`src/rtl/mio_bus_pkg.sv`:
```
// Shared definitions for the memory-mapped I/O bus: FSM encoding, slave
// address map (base/mask per slave index) and the value returned by loads
// that decode to no slave.
// Optional feature macro: MIO_BUS_ERR_EN (changes ERR_DATA to 32'hDEAD_BEEF).
package mio_bus_pkg;

    // Upper bound on the number of slave ports the address map describes.
    localparam int MAX_SLV = 16;
    localparam int ADDR_W  = 32;

    // Bus FSM encoding.
    typedef enum logic [2:0] {
        ST_IDLE   = 3'd0,
        ST_ACCESS = 3'd1,
        ST_WAIT   = 3'd2,
        ST_DONE   = 3'd3,
        ST_ERR    = 3'd4
    } bus_state_t;

    // Data returned by a load to an unmapped address.
`ifdef MIO_BUS_ERR_EN
    localparam logic [31:0] ERR_DATA = 32'hDEAD_BEEF;
`else
    localparam logic [31:0] ERR_DATA = 32'h0000_0000;
`endif

    // Slave base addresses. A slave i is hit when (addr & mask) == base.
    // Slave 7 covers the whole 0xF region and overlaps GPIOF on purpose:
    // the lowest index wins, so GPIOF keeps its 256-byte window.
    function automatic logic [ADDR_W-1:0] slv_base(input int idx);
        case (idx)
            0:       slv_base = 32'h0000_0000; // RAM (4 KB)
            1:       slv_base = 32'hF000_0000; // GPIOF
            2:       slv_base = 32'hC000_0000; // VRAM (shared with VGA)
            3:       slv_base = 32'hE000_0000; // GPIOE
            4:       slv_base = 32'hD000_0000; // PS2
            5:       slv_base = 32'hA000_0000; // counter
            6:       slv_base = 32'hB000_0000; // spare
            7:       slv_base = 32'hF000_0000; // catch-all for the 0xF region
            default: slv_base = 32'hFFFF_FFFF; // never matches (mask is 0)
        endcase
    endfunction

    // Slave address masks; paired entry-for-entry with slv_base.
    function automatic logic [ADDR_W-1:0] slv_mask(input int idx);
        case (idx)
            0:       slv_mask = 32'hFFFF_F000;
            1:       slv_mask = 32'hFFFF_FF00;
            2:       slv_mask = 32'hFFE0_0000; // 2 MB = 2^19 words
            3:       slv_mask = 32'hFFFF_FF00;
            4:       slv_mask = 32'hFFFF_FF00;
            5:       slv_mask = 32'hFFFF_FF00;
            6:       slv_mask = 32'hFFFF_FF00;
            7:       slv_mask = 32'hF000_0000;
            default: slv_mask = 32'h0000_0000;
        endcase
    endfunction

endpackage

```
`src/rtl/mio_addr_dec.sv`:
```
// Combinational address decoder: maps a CPU byte address to a one-hot slave
// hit vector using the base/mask table in mio_bus_pkg. When several slaves
// match, the lowest index is the only one reported. No match raises unmapped.
module mio_addr_dec
    import mio_bus_pkg::*;
#(
    parameter int N_SLV = 8
) (
    input  logic [31:0]      addr,
    output logic [N_SLV-1:0] hit,
    output logic             unmapped
);

    logic found;

    // Priority scan from slave 0 upward; first match claims the access.
    always_comb begin
        hit   = '0;
        found = 1'b0;
        for (int i = 0; i < N_SLV; i++) begin
            if (!found && ((addr & slv_mask(i)) == slv_base(i))) begin
                hit[i] = 1'b1;
                found  = 1'b1;
            end
        end
    end

    assign unmapped = ~found;

endmodule

```
`src/rtl/mio_bus_arb.sv`:
```
// Memory-mapped I/O bus between the multi-cycle CPU and its slaves (RAM,
// VRAM, GPIO, counter, PS2). One outstanding CPU access at a time, with a
// configurable slave read latency, and a VRAM port shared with VGA scan-out
// where VGA always has priority.
// Optional feature macro: MIO_BUS_ERR_EN (sticky bus_err flag and
// 32'hDEAD_BEEF on unmapped loads); without it bus_err is tied low.
//
// CPU handshake: the CPU raises cpu_req with cpu_we/cpu_addr/cpu_wdata and
// holds it until it sees cpu_ready. The bus samples the request only in IDLE,
// registers all request fields at that edge (later changes are ignored) and
// answers with exactly one single-cycle cpu_ready pulse; cpu_rdata is valid
// while cpu_ready is high. A request still high in the cycle after cpu_ready
// is taken as a new access; the ready cycle itself never accepts one.
module mio_bus_arb
    import mio_bus_pkg::*;
#(
    parameter int N_SLV    = 8,
    parameter int DATA_W   = 32,
    parameter int RD_LAT   = 1,
    parameter int VRAM_IDX = 2,
    parameter int VGA_AW   = 19
) (
    input  logic                    clk,
    input  logic                    rst,
    input  logic                    cpu_req,
    input  logic                    cpu_we,
    input  logic [31:0]             cpu_addr,
    input  logic [DATA_W-1:0]       cpu_wdata,
    output logic [DATA_W-1:0]       cpu_rdata,
    output logic                    cpu_ready,
    output logic [N_SLV-1:0]        slv_sel,
    output logic                    slv_we,
    output logic [31:0]             slv_addr,
    output logic [DATA_W-1:0]       slv_wdata,
    input  logic [N_SLV*DATA_W-1:0] slv_rdata,
    input  logic                    vga_rdn,
    input  logic [VGA_AW-1:0]       vga_addr,
    output logic [VGA_AW-1:0]       vram_addr,
    output logic                    bus_err
);

    // Counter preload: WAIT runs RD_LAT cycles, counting down to 0.
    localparam logic [2:0] LAT_INIT = 3'(RD_LAT - 1);

    bus_state_t        state;
    logic              req_we;
    logic [N_SLV-1:0]  tgt_hit;
    logic              tgt_err;
    logic [2:0]        lat_cnt;

    logic [N_SLV-1:0]  dec_hit;
    logic              dec_unmapped;
    logic              tgt_vram;
    logic              vga_stall;
    logic [DATA_W-1:0] sel_rdata;

    mio_addr_dec #(
        .N_SLV (N_SLV)
    ) u_dec (
        .addr     (cpu_addr),
        .hit      (dec_hit),
        .unmapped (dec_unmapped)
    );

    // The latched target is VRAM and VGA is reading it right now.
    assign tgt_vram  = tgt_hit[VRAM_IDX];
    assign vga_stall = tgt_vram & ~vga_rdn;

    // VGA owns the VRAM address whenever it asserts its read strobe.
    assign vram_addr = vga_rdn ? slv_addr[VGA_AW+1:2] : vga_addr;

    // Slave strobes come straight from the state register so that an async
    // reset drops them at once; VGA priority gates them in the same cycle.
    assign slv_sel = (state == ST_ACCESS && !vga_stall) ? tgt_hit : '0;
    assign slv_we  = (state == ST_ACCESS) && req_we && !vga_stall && !tgt_err;

    // Read-data mux keyed by the latched one-hot target.
    always_comb begin
        sel_rdata = '0;
        for (int i = 0; i < N_SLV; i++) begin
            if (tgt_hit[i]) begin
                sel_rdata = slv_rdata[i*DATA_W +: DATA_W];
            end
        end
    end

    // Bus FSM: request capture, slave strobe, read-latency wait, completion.
    always_ff @(posedge clk or posedge rst) begin
        if (rst) begin
            state     <= ST_IDLE;
            req_we    <= 1'b0;
            tgt_hit   <= '0;
            tgt_err   <= 1'b0;
            lat_cnt   <= '0;
            slv_addr  <= '0;
            slv_wdata <= '0;
            cpu_rdata <= '0;
            cpu_ready <= 1'b0;
        end else begin
            cpu_ready <= 1'b0;
            case (state)
                ST_IDLE: begin
                    if (cpu_req) begin
                        req_we    <= cpu_we;
                        slv_addr  <= cpu_addr;
                        slv_wdata <= cpu_wdata;
                        tgt_hit   <= dec_hit;
                        tgt_err   <= dec_unmapped;
                        state     <= ST_ACCESS;
                    end
                end
                ST_ACCESS: begin
                    if (tgt_err) begin
                        // Unmapped: stores vanish, loads get the error word.
                        if (!req_we) begin
                            cpu_rdata <= DATA_W'(ERR_DATA);
                        end
                        cpu_ready <= 1'b1;
                        state     <= ST_ERR;
                    end else if (!vga_stall) begin
                        if (req_we) begin
                            cpu_ready <= 1'b1;
                            state     <= ST_DONE;
                        end else begin
                            lat_cnt <= LAT_INIT;
                            state   <= ST_WAIT;
                        end
                    end
                end
                ST_WAIT: begin
                    if (vga_stall) begin
                        // VGA grabbed VRAM mid-read: the slave data is not ours,
                        // so reissue the access from scratch.
                        state <= ST_ACCESS;
                    end else if (lat_cnt == 3'd0) begin
                        cpu_rdata <= sel_rdata;
                        cpu_ready <= 1'b1;
                        state     <= ST_DONE;
                    end else begin
                        lat_cnt <= lat_cnt - 3'd1;
                    end
                end
                ST_DONE: begin
                    state <= ST_IDLE;
                end
                ST_ERR: begin
                    state <= ST_IDLE;
                end
                default: begin
                    state <= ST_IDLE;
                end
            endcase
        end
    end

`ifdef MIO_BUS_ERR_EN
    // Sticky unmapped-access flag; only reset clears it.
    always_ff @(posedge clk or posedge rst) begin
        if (rst) begin
            bus_err <= 1'b0;
        end else if (state == ST_ACCESS && tgt_err) begin
            bus_err <= 1'b1;
        end
    end
`else
    assign bus_err = 1'b0;
`endif

endmodule

```
`config.mk`:
```
export PLATFORM = sky130hd
export DESIGN_NAME = mio_bus_arb
export DESIGN_NICKNAME = d
export VERILOG_FILES = /design/src/rtl/mio_bus_pkg.sv /design/src/rtl/mio_addr_dec.sv /design/src/rtl/mio_bus_arb.sv
export SDC_FILE = /design/constraint.sdc
export NUM_CORES = 1
export LEC_CHECK = 0
export ABC_AREA = 1
export CAP_MARGIN = 20
export CORE_AREA = 3 3 182 184
export DETAILED_ROUTE_END_ITERATION = 10
export DIE_AREA = 0 0 185 187
export SETUP_SLACK_MARGIN = 0.02
export SLEW_MARGIN = 40
export SYNTH_ARGS = -nofsm -noshare
export SYNTH_HDL_FRONTEND = slang
export SYNTH_SLANG_ARGS = --single-unit
```
`constraint.sdc`:
```
create_clock -name clk -period 9.01 [get_ports clk]
set_input_delay 1.802 -clock clk [delete_from_list [all_inputs] [get_ports clk]]
set_output_delay 1.802 -clock clk [all_outputs]
set_load 0.03 [all_outputs]
```
* Word-level counts from Yosys, hierarchy flattened *
Cells that the tools add are included.

word-level totals
  output and inout port bits = 126
  input bits = 344
  flip-flop bits (word level) = 113

operators by class
  bitwise operators = 3
  $add $sub $neg = 1
  eq/ne operators = 19
  reductions and logical operators = 28
  muxes and demuxes = 49

operators by type and width
  cell                    count
  $mux W32                12
  $eq A24 B24 Y1 const B  5
  $pmux W32 S2            1
  $logic_not A32 Y1       1
  $mux W3                 10
  $mux W1                 21
  $mux W19                1
  $ne A2 B2 Y1 const B    8
  $eq A11 B11 Y1 const B  1
  $logic_and A1 B1 Y1     11
  $logic_not A1 Y1        9
  $pmux W3 S3             1
  $mux W8                 1
  $logic_not A3 Y1        2
  $ne A3 B3 Y1 const B    2
  $pmux W3 S2             1
  $reduce_and A6 Y1       1
  $reduce_and A5 Y1       1
  $eq A4 B4 Y1 const B    1
  $eq A3 B1 Y1 const B    1
  $eq A3 B2 Y1 const B    1
  $reduce_and A3 Y1       1
  $sub A3 B1 Y3 const B   1
  $not A1 Y1              2
  other kinds (4)         4

* Logic depth before layout (Yosys ltp) *
Gate-level depths: netlist of the first run.

  depth after elaboration = 24
  depth in mapped cells = 13

* Modules after synthesis *
Synthesis of the first run repeated with hierarchy kept, for this count alone.

second synthesis, totals
  cell total of the unflattened synthesis = 1166
  area total of the unflattened synthesis = 7820.0 µm²

by module, submodules not included
  module        area each (µm²)  seq. area each (µm²)  instances  cells an instance
  mio_bus_arb   7529.7           2827.7                1          1103
  mio_addr_dec  290.3            0.0                   1          63

* Worst setup path before layout of the first run *
OpenSTA, ideal clock, no wires.

  path type = input to output
  from = input port vga_rdn
  to = output port slv_we
  data required time = 7.208 ns
  path slack = 4.377 ns
  cell stages on the path = 4
  arrival time = 2.831 ns
  buffers on the path = 1
  cells stage by stage = or2_1 buf_2 nand2_2 nor3_1

between the ends
  cells in the longest elaborated chain, start to end = 5

ends and longest elaborated chain
  element                           RTL line           source
  start: declaration                mio_bus_arb.sv:36  input logic vga_rdn,
  $not A1 Y1                        mio_bus_arb.sv:67  assign vga_stall = tgt_vram & ~vga_rdn;
  $and A1 B1 Y1                     mio_bus_arb.sv:67
  $logic_not A1 Y1                  -
  $logic_and A1 B1 Y1 (2 in a row)  mio_bus_arb.sv:75  assign slv_we = (state == ST_ACCESS) && req_we && !vga_stall && !tgt_err;
  end: declaration                  mio_bus_arb.sv:32  output logic slv_we,

Every way passes these cells.

* Worst setup path in the final report of the first run *
Ends and elaborated chain as after synthesis.

==> results of run 1 <==
kinds of logic (layout without fill, tap and decap cells):
group,count (synthesis),count (layout),synth area share (%)
buffers and inverters,108,546,6.06
multiplexers,19,19,2.90
adder cells (fa/ha/maj),2,2,0.339
XOR/XNOR,1,1,0.119
other,1,3,0.0507
AO/OA/AOI/OAI,127,127,10.1
AND/OR/NAND/NOR,805,805,42.2
flip-flops,113,113,38.3
worst register-to-register path, delay by kind of cell, from the launching register on:
family,cells,cell delay (ns)
AND/OR/NAND/NOR,4,0.74
flip-flops,1,0.32
AO/OA/AOI/OAI,1,0.20
buffers and inverters,3,1.22
worst min path at each step:
stage | slack [ns] | end | startpoint
after floorplan | 0.44 | lat_cnt[0]$_DFFE_PP0P_ | lat_cnt[0]$_DFFE_PP0P_
after global placement | 0.46 | cpu_rdata[6]$_DFFE_PP0P_ | cpu_rdata[6]$_DFFE_PP0P_
after detailed placement | 0.46 | slv_addr[23]$_DFFE_PP0P_ | slv_addr[23]$_DFFE_PP0P_
after CTS | 0.48 | slv_addr[23]$_DFFE_PP0P_ | slv_addr[23]$_DFFE_PP0P_
after global routing | 0.50 | slv_wdata[23]$_DFFE_PP0P_ | slv_wdata[23]$_DFFE_PP0P_
final | 0.48 | cpu_rdata[7]$_DFFE_PP0P_ | cpu_rdata[7]$_DFFE_PP0P_
state kept, by name, indices dropped and copies added, names as in the netlist:
signal / cells
lat_cnt: 3
cpu_ready: 1
tgt_err: 1
state: 3
slv_addr: 32
req_we: 1
tgt_hit: 8
cpu_rdata: 32
slv_wdata: 32
stage by stage:
| step | util, % | setup slack [ns] | area, µm² |
|---|---|---|---|
| 2_1_floorplan | - | 4.22 | 7390 |
| 3_3_place_gp | 39.2 | 3.14 | 12400 |
| 3_5_place_dp | 39.2 | 3.06 | 12400 |
| 4_1_cts | 41.1 | 3.04 | 13000 |
| 5_1_grt | 41.1 | 2.94 | 13000 |
| 6_report | 41.1 | 3.04 | 13000 |
synth_stat cells (all sizes together), types with 19 or more instances:
cell,number
a21oi,69
buf,25
clkbuf,51
dfrtp,113
inv,31
mux2,19
nand2,533
nand3,39
nor2,226
o211ai,33
o21ai,19
routing by layer:
metal | part of all wire, % | routed length (µm)
met1 | 38 | 14200
met2 | 50 | 18500
met3 | 8.9 | 3330
met4 | 3.2 | 1200
met5 | 0.16 | 60
power breakdown:
part	switching (mW)	leakage (nW)	total [mW]	internal, mW
Sequential	0.144	1.46	0.875	0.730
Clock	0.289	0.284	0.682	0.393
Combinational	1.16	4.47	1.92	0.760
layout make-up:
cell class / count / area (µm²)
clock buffer: 17 / 425
tap: 402 / 503
inverter: 32 / 123
clock inverter: 15 / 165
fill: 3317 / 18600
timing repair buffer: 482 / 4790
antenna: 2 / 5.00
sequential: 113 / 2830
multi-input combinational: 955 / 4120
==> metrics, run 1 <==
Max FO, Critical Path=21; CTS Hold Bufs=0; DRT iter0 DRCs=approximately 370; Final Hold Viols=0; routed vias=~9000; vias per cell=between 4 and 5; reg2reg path depth=8; Finished Layout Cells=about 2000; Core Box Area=31600 µm²; CTS buffer count=17; largest net degree at the start of global routing=78; clk buf depth=2; cell chain of the critical path=clkdlybuf4s50_1 -> buf_4 -> or2_1 -> nand2_2 -> nor3_1 -> clkdlybuf4s50_1; met1 Use GR=a little under a quarter; slew margin rel.=46.3%; post-cts gate resize count=0; worst hold stages=2; grt ovf=0; CP endpoint kind=output pin; Critical Path Source=vga_rdn; first-pass GRT wire length=around 55000 µm; met2 Resource Use GR=a little under two fifths; Mapped Area=roughly 7400 µm²; CP arrival=~4.2 ns; Clock Latency Late Sink=~0.42 ns; Starting Density=a little under a quarter; root buf cell=clkbuf_16; Peak VDD IR=around 150 µV; Area Growth Syn to Fin=75.4%; io pins=470; PortBufs=468; M3 GR Usage=under 10%; Clock Sinks=between 100 and 150; WS Path Type=in -> out; Avg Cell Area, Syn=6.28 µm²; Setup violations, final=0; unrepaired setup endpoints after global routing=false; vias in the first global route=9111; Max H-tree Level=4; Mapped Cells=roughly 1200; Die ar.=around 35000 µm²; Min-Delay Path Class=reg -> reg; die height=187 µm; critical path launch point type=primary input; area leader, netlist=dfrtp_1; ys flop type=dfrtp_1; Buf/Inv on CP=3; Post-synth EDFFs=0; sequential fraction of the synthesis area=between 30% and 40%; most used cell, CP=clkdlybuf4s50_1; DR pass1 iterations=7; dpl hpwl=roughly 28000 µm; initial antenna violation count=7; slowest stage cell on the critical path=clkdlybuf4s50_1; CTS tree=done; commonest non-fill, non-tap cell in the layout=nand2_1; Post-CTS Setup Inserts=0; Yosys top cell area share=a little under two fifths; max-slew violation count=0; most frequent cells in the layout=nand2_1, clkdlybuf4s50_1, nor2_1, dfrtp_1, a21oi_1; Final Power=~3.5 mW; Detail Route Antenna Nets=0; Post-synth ARST share=100%; clock transition at the registers of the reported paths=0.06 ns; placed insts=between 1500 and 2000; post-route DRC violation count=0; Ys Warns=0; post-synthesis sequential element count=about 110; TNS Setup=0 ns; r2r endpoint=cpu_rdata[9]$_DFFE_PP0P_; delay of the slowest critical-path stage=between 0.7 and 0.8 ns; die width=about 190 µm; WL final=roughly 37000 µm; GP Congestion=0.863; Crit Reg-Reg Startpoint=tgt_hit[2]$_DFFE_PP0P_; CP Capture Point=slv_we; Power Density=268 nW/µm²; num rows=65; Clock Skew=just over 0.01 ns; DR WL/cell=approximately 18 µm; gr usage total=20.8%; status=finished clean; Crit path required time=between 7 and 8 ns; max cap viols=0; Worst-Margin Slew=0.797 ns; Final period util=66.2%; R2R Setup Slk=around 6.5 ns; Final Critical Period=between 5 and 6 ns; worst hold slack=around 0.48 ns; layout cells sized above 1=between 5 and 6%; distinct cell type count after synthesis=32; LEAKAGE=6.21 nW; Max Freq=around 170 MHz; critical path depth in cells=6; Worst path top cell family by delay=buffers and inverters; gr busiest metal=met2; syn_nets=1522; Total Nets Final=around 1900; synth top area cells=dfrtp_1, nand2_1, nor2_1, a21oi_1, o211ai_1
No activity file was read; power rests on OpenSTA's default activity.
==> run 2, diff against run 1 <==
- CORE_AREA: 3 3 182 184 -> 3 3 181 183
- DIE_AREA: 0 0 185 187 -> 0 0 184 186
- clock period: 9.01 -> 6 ns (I/O delays scaled with it)
==> metrics, run 2 (synthesized netlist as in run 1, its figures left out) <==
status=finished clean (unchanged); WS Path Type=in -> out (unchanged); io pins=470 (unchanged); Starting Density=23.5% (was 23.4%); GP Congestion=0.903 (was 0.863); R2R Setup Slk=3.76 ns (was 6.47 ns); Net Sw Frac=45.8% (was 45.9%); Combinational Power Share=55.5% (was 55.3%); grt ovf=0 (unchanged); Clock Sinks=113 (unchanged); Final Util=41.2% (was 41.1%); Worst-Margin Slew=0.734 ns (was 0.797 ns); register area=2830 µm² (unchanged); Area Growth Syn to Fin=75.2% (was 75.4%); first-pass GRT wire length=54000 µm (was 54600 µm); Final Critical Period=roughly 4.4 ns; CP endpoint kind=output pin (unchanged); Min-Delay Path Class=reg -> reg (unchanged); Final period util=roughly three quarters; CTS Hold Bufs=0 (unchanged); clock transition at the registers of the reported paths=0.07 ns (was 0.06 ns); Max Freq=about 230 MHz; LEAKAGE=6.21 nW (about the same); Clock Latency Late Sink=0.42 ns (about the same); DR pass1 iterations=5 (was 7); commonest non-fill, non-tap cell in the layout=nand2_1 (unchanged); worst hold stages=1 (was 2); r2r endpoint=lat_cnt[2]$_DFFE_PP0P_ (was cpu_rdata[9]$_DFFE_PP0P_); critical path launch point type=primary input (unchanged); initial antenna violation count=5 (was 7); worst hold slack=0.472 ns (was 0.480 ns); Power Density=402 nW/µm² (was 268 nW/µm²); DRT iter0 DRCs=430 (was 371); Post-CTS Setup Inserts=0 (unchanged); Die ar.=34200 µm² (was 34600 µm²); layout cells sized above 1=5.27% (was 5.20%); Max FO, Critical Path=10 (was 21); DR WL/cell=18.4 µm (was 18.5 µm); multi-input logic area=4120 µm² (unchanged); unrepaired setup endpoints after global routing=false (unchanged); slew margin rel.=51.1% (was 46.3%); Max H-tree Level=4 (unchanged); WL final=37100 µm (was 37300 µm); largest net degree at the start of global routing=75 (was 78); num rows=65 (unchanged); Hold EP=lat_cnt[0]$_DFFE_PP0P_ (was cpu_rdata[7]$_DFFE_PP0P_); max-slew violation count=0 (unchanged); die width=184 µm (was 185 µm); Total Nets Final=1947 (unchanged); post-route DRC violation count=0 (unchanged); die height=186 µm (was 187 µm); Peak VDD IR=250 µV (was 151 µV); most frequent cells in the layout=nand2_1, clkdlybuf4s50_1, nor2_1, dfrtp_1, a21oi_1 (unchanged); Clock Skew=0.0104 ns (was 0.0103 ns); P_int=2.82 mW (was 1.88 mW); CTS tree=done (unchanged); CP arrival=3.20 ns (was 4.17 ns); reg2reg path depth=6 (was 8); root buf cell=clkbuf_16 (unchanged); Detail Route Antenna Nets=0 (unchanged); max cap viols=0 (unchanged); post-cts gate resize count=0 (unchanged); dpl hpwl=28100 µm (about the same); Final Hold Viols=0 (unchanged); PortBufs=468 (unchanged); largest registers=cpu_rdata x32, slv_addr x32, slv_wdata x32 (unchanged); sequential power share=25.3% (was 25.1%); Setup violations, final=0 (unchanged); Crit path required time=4.80 ns (was 7.21 ns); Crit Reg-Reg Startpoint=tgt_hit[2]$_DFFE_PP0P_ (unchanged); routed vias=9046 (was 9058); Net Sw Power=2.39 mW (was 1.60 mW); hold_sp=lat_cnt[0]$_DFFE_PP0P_ (was cpu_rdata[7]$_DFFE_PP0P_); post-route design area=12900 µm² (was 13000 µm²); clock power share=19.2% (was 19.6%); DP Area=12400 µm² (about the same); vias per cell=4.48 (was 4.49); vias in the first global route=9150 (was 9111); gr usage total=20.9% (was 20.8%); clk buf depth=2 (unchanged); TNS Setup=0 ns (unchanged); Core Box Area=31400 µm² (was 31600 µm²); # fillers=3315 (was 3317); CTS buffer count=17 (unchanged)
[run 2: layer usage]
metal  vias up  GRT usage, %  part of all wire [%]
li1       4540             -                     -
met1      4063          22.0                    37
met2       380          38.7                    51
met3        51          7.58                   9.3
met4        12          6.99                   2.7
met5         -             0                  0.19
[run 2: worst max-delay path by stage]
stage	start	end	slack [ns]
finish	vga_rdn	slv_we	1.60
global route	vga_rdn	slv_we	1.49
CTS	vga_rdn	slv_we	1.59
detailed placement	vga_rdn	slv_we	1.61
global placement	vga_rdn	slv_we	1.67
floorplan	rst	cpu_rdata[0]$_DFFE_PP0P_	1.81
[run 2: cell type report]
class                           count  area share, %
Timing Repair Buffer              482           37.0
Antenna cell                        1         0.0193
Sequential cell                   113           21.9
Clock inverter                     15           1.15
Clock buffer                       17           3.29
Multi-Input combinational cell    955           31.8
Tap cell                          402           3.89
Inverter                           32          0.967
[run 2: power groups by stage]
| stage | Sequential, mW | Combinational (mW) | Clock [mW] |
|---|---|---|---|
| 3_3_place_gp | 1.31 | 2.92 | 0 |
| 2_1_floorplan | 1.89 | 1.02 | 0 |
| 5_1_grt | 1.36 | 3.13 | 1.06 |
| 4_1_cts | 1.32 | 2.94 | 1.03 |
| 3_5_place_dp | 1.31 | 2.94 | 0 |
| 6_report | 1.32 | 2.89 | 1.00 |
[run 2: worst max-delay path: stages]
cell and delay (ns):
clkdlybuf4s50_1 0.48, or2_1 0.24, nand2_2 0.30, nor3_1 0.26, clkdlybuf4s50_1 0.72
[run 2: stage by stage]
stage | std cells | setup slack, ns | power (mW)
after floorplan | 1176 | 1.81 | 2.90
after global placement | 1984 | 1.67 | 4.23
after detailed placement | 1984 | 1.61 | 4.25
after CTS | 2016 | 1.59 | 5.29
after global routing | 2016 | 1.49 | 5.55
final | 2017 | 1.60 | 5.21
==> run 3, diff against run 2 <==
- clock period: 6 -> 4.2 ns (I/O delays scaled with it)
==> metrics, run 3 (synthesized netlist as in run 1, its figures left out) <==
status=finished clean (unchanged); Core Box Area=31400 µm² (unchanged); Max H-tree Level=4 (unchanged); die height=186 µm (unchanged); CP arrival=2.82 ns (was 3.20 ns); LEAKAGE=6.28 nW (was 6.21 nW); Max Freq=around 270 MHz; Min-Delay Path Class=reg -> reg (unchanged); DR WL/cell=18.4 µm (about the same); R2R Setup Slk=2.23 ns (was 3.76 ns); PortBufs=468 (unchanged); Worst-Margin Slew=0.771 ns (was 0.734 ns); largest net degree at the start of global routing=78 (was 75); CTS tree=done (unchanged); TNS Setup=0 ns (unchanged); CTS buffer count=17 (unchanged); post-route DRC violation count=0 (unchanged); initial antenna violation count=2 (was 5); Peak VDD IR=454 µV (was 250 µV); post-route setup slack=0.539 ns (was 1.60 ns); Post-CTS Setup Inserts=0 (unchanged); post-route design area=13100 µm² (was 12900 µm²); die width=184 µm (unchanged); post-cts gate resize count=0 (unchanged); gr usage total=21.2% (was 20.9%); hold_sp=lat_cnt[0]$_DFFE_PP0P_ (unchanged); grt ovf=0 (unchanged); vias per cell=4.50 (was 4.48); commonest non-fill, non-tap cell in the layout=nand2_1 (unchanged); Hold EP=lat_cnt[0]$_DFFE_PP0P_ (unchanged); Detail Route Antenna Nets=0 (unchanged); most frequent cells in the layout=nand2_1, clkdlybuf4s50_1, nor2_1, dfrtp_1, a21oi_1 (unchanged); max cap viols=0 (unchanged); Crit path required time=3.36 ns (was 4.80 ns); Final Hold Viols=0 (unchanged); Setup violations, final=0 (unchanged); WS Path Type=in -> out (unchanged); Clock Skew=0.0127 ns (was 0.0104 ns); multi-input logic area=4120 µm² (unchanged); worst hold stages=1 (unchanged); DRT iter0 DRCs=412 (was 430); unrepaired setup endpoints after global routing=false (unchanged); clk buf depth=2 (unchanged); clock transition at the registers of the reported paths=0.05 ns (was 0.07 ns); vias in the first global route=9123 (was 9150); reg2reg path depth=9 (was 6); Max FO, Critical Path=21 (was 10); GP Congestion=0.881 (was 0.903); DP Area=12400 µm² (about the same); largest registers=cpu_rdata x32, slv_addr x32, slv_wdata x32 (unchanged); max-slew violation count=0 (unchanged); Crit Reg-Reg Startpoint=tgt_hit[3]$_DFFE_PP0P_ (was tgt_hit[2]$_DFFE_PP0P_); critical path launch point type=primary input (unchanged); slew margin rel.=48.6% (was 51.1%); Starting Density=23.5% (unchanged); num rows=65 (unchanged); CTS Hold Bufs=0 (unchanged); WL final=37200 µm (was 37100 µm); layout cells sized above 1=5.88% (was 5.27%); CP endpoint kind=output pin (unchanged); DR pass1 iterations=5 (unchanged); # fillers=3269 (was 3315); pre-CTS WS=0.535 ns (was 1.61 ns); Power Density=581 nW/µm² (was 402 nW/µm²); Die ar.=34200 µm² (unchanged); Final Critical Period=about 3.7 ns; io pins=470 (unchanged); register area=2830 µm² (unchanged); Total Nets Final=1948 (was 1947); Clock Sinks=113 (unchanged); routed vias=9091 (was 9046); Clock Latency Late Sink=0.43 ns (was 0.42 ns); Area Growth Syn to Fin=76.9% (was 75.2%); Final period util=between 80% and 90%; r2r endpoint=cpu_rdata[18]$_DFFE_PP0P_ (was lat_cnt[2]$_DFFE_PP0P_); first-pass GRT wire length=54400 µm (was 54000 µm); root buf cell=clkbuf_16 (unchanged); dpl hpwl=28200 µm (was 28100 µm)
[run 3: power by group]
group	internal [mW]	switching, mW
registers	1.57	0.314
clock network	0.952	0.593
logic	1.65	2.52
total	4.17	3.42
[run 3: layer usage]
metal	share of wire, %	routed length (µm)	GRT usage [%]	vias up
met5	0.016	6	0	-
met4	2.1	764	6.71	2
met3	7.9	2960	6.92	38
met2	51	19000	38.7	372
met1	39	14500	23.2	4131
li1	-	-	-	4548
[run 3: cell type report]
type                    count  area share, %
diodes                      2         0.0383
clock buffers              17           3.25
clock inverters            15           1.50
inverters                  32           1.01
multi-input cells         955           31.5
flip-flops and latches    113           21.6
well taps                 402           3.85
repair buffers            483           37.2
[run 3: through the flow]
| step | power (mW) | hold slack, ns | std cells | utilization (%) |
|---|---|---|---|---|
| final | 7.60 | 0.474 | 2019 | 41.6 |
| after global routing | 8.12 | 0.501 | 2019 | 41.6 |
| after CTS | 7.71 | 0.476 | 2016 | 41.6 |
| after detailed placement | 6.10 | 0.464 | 1984 | 39.6 |
| after global placement | 6.07 | 0.457 | 1984 | 39.6 |
| after floorplan | 4.15 | 0.443 | 1176 | - |
[run 3: worst max path at each step]
stage | from | cells after the start | end | slack, ns
after detailed placement | vga_rdn | 6 | slv_we | 0.54
after global routing | vga_rdn | 6 | slv_we | 0.44
after global placement | vga_rdn | 6 | slv_we | 0.63
after floorplan | rst | 1 | cpu_rdata[0]$_DFFE_PP0P_ | 0.37
after CTS | vga_rdn | 6 | slv_we | 0.50
final | vga_rdn | 6 | slv_we | 0.54
[run 3: worst max-delay path, cell delays in order]
cell and delay, ns:
clkdlybuf4s50_1 0.46, buf_4 0.30, or2_1 0.30, nand2_2 0.31, nor3_1 0.42, buf_12 0.18
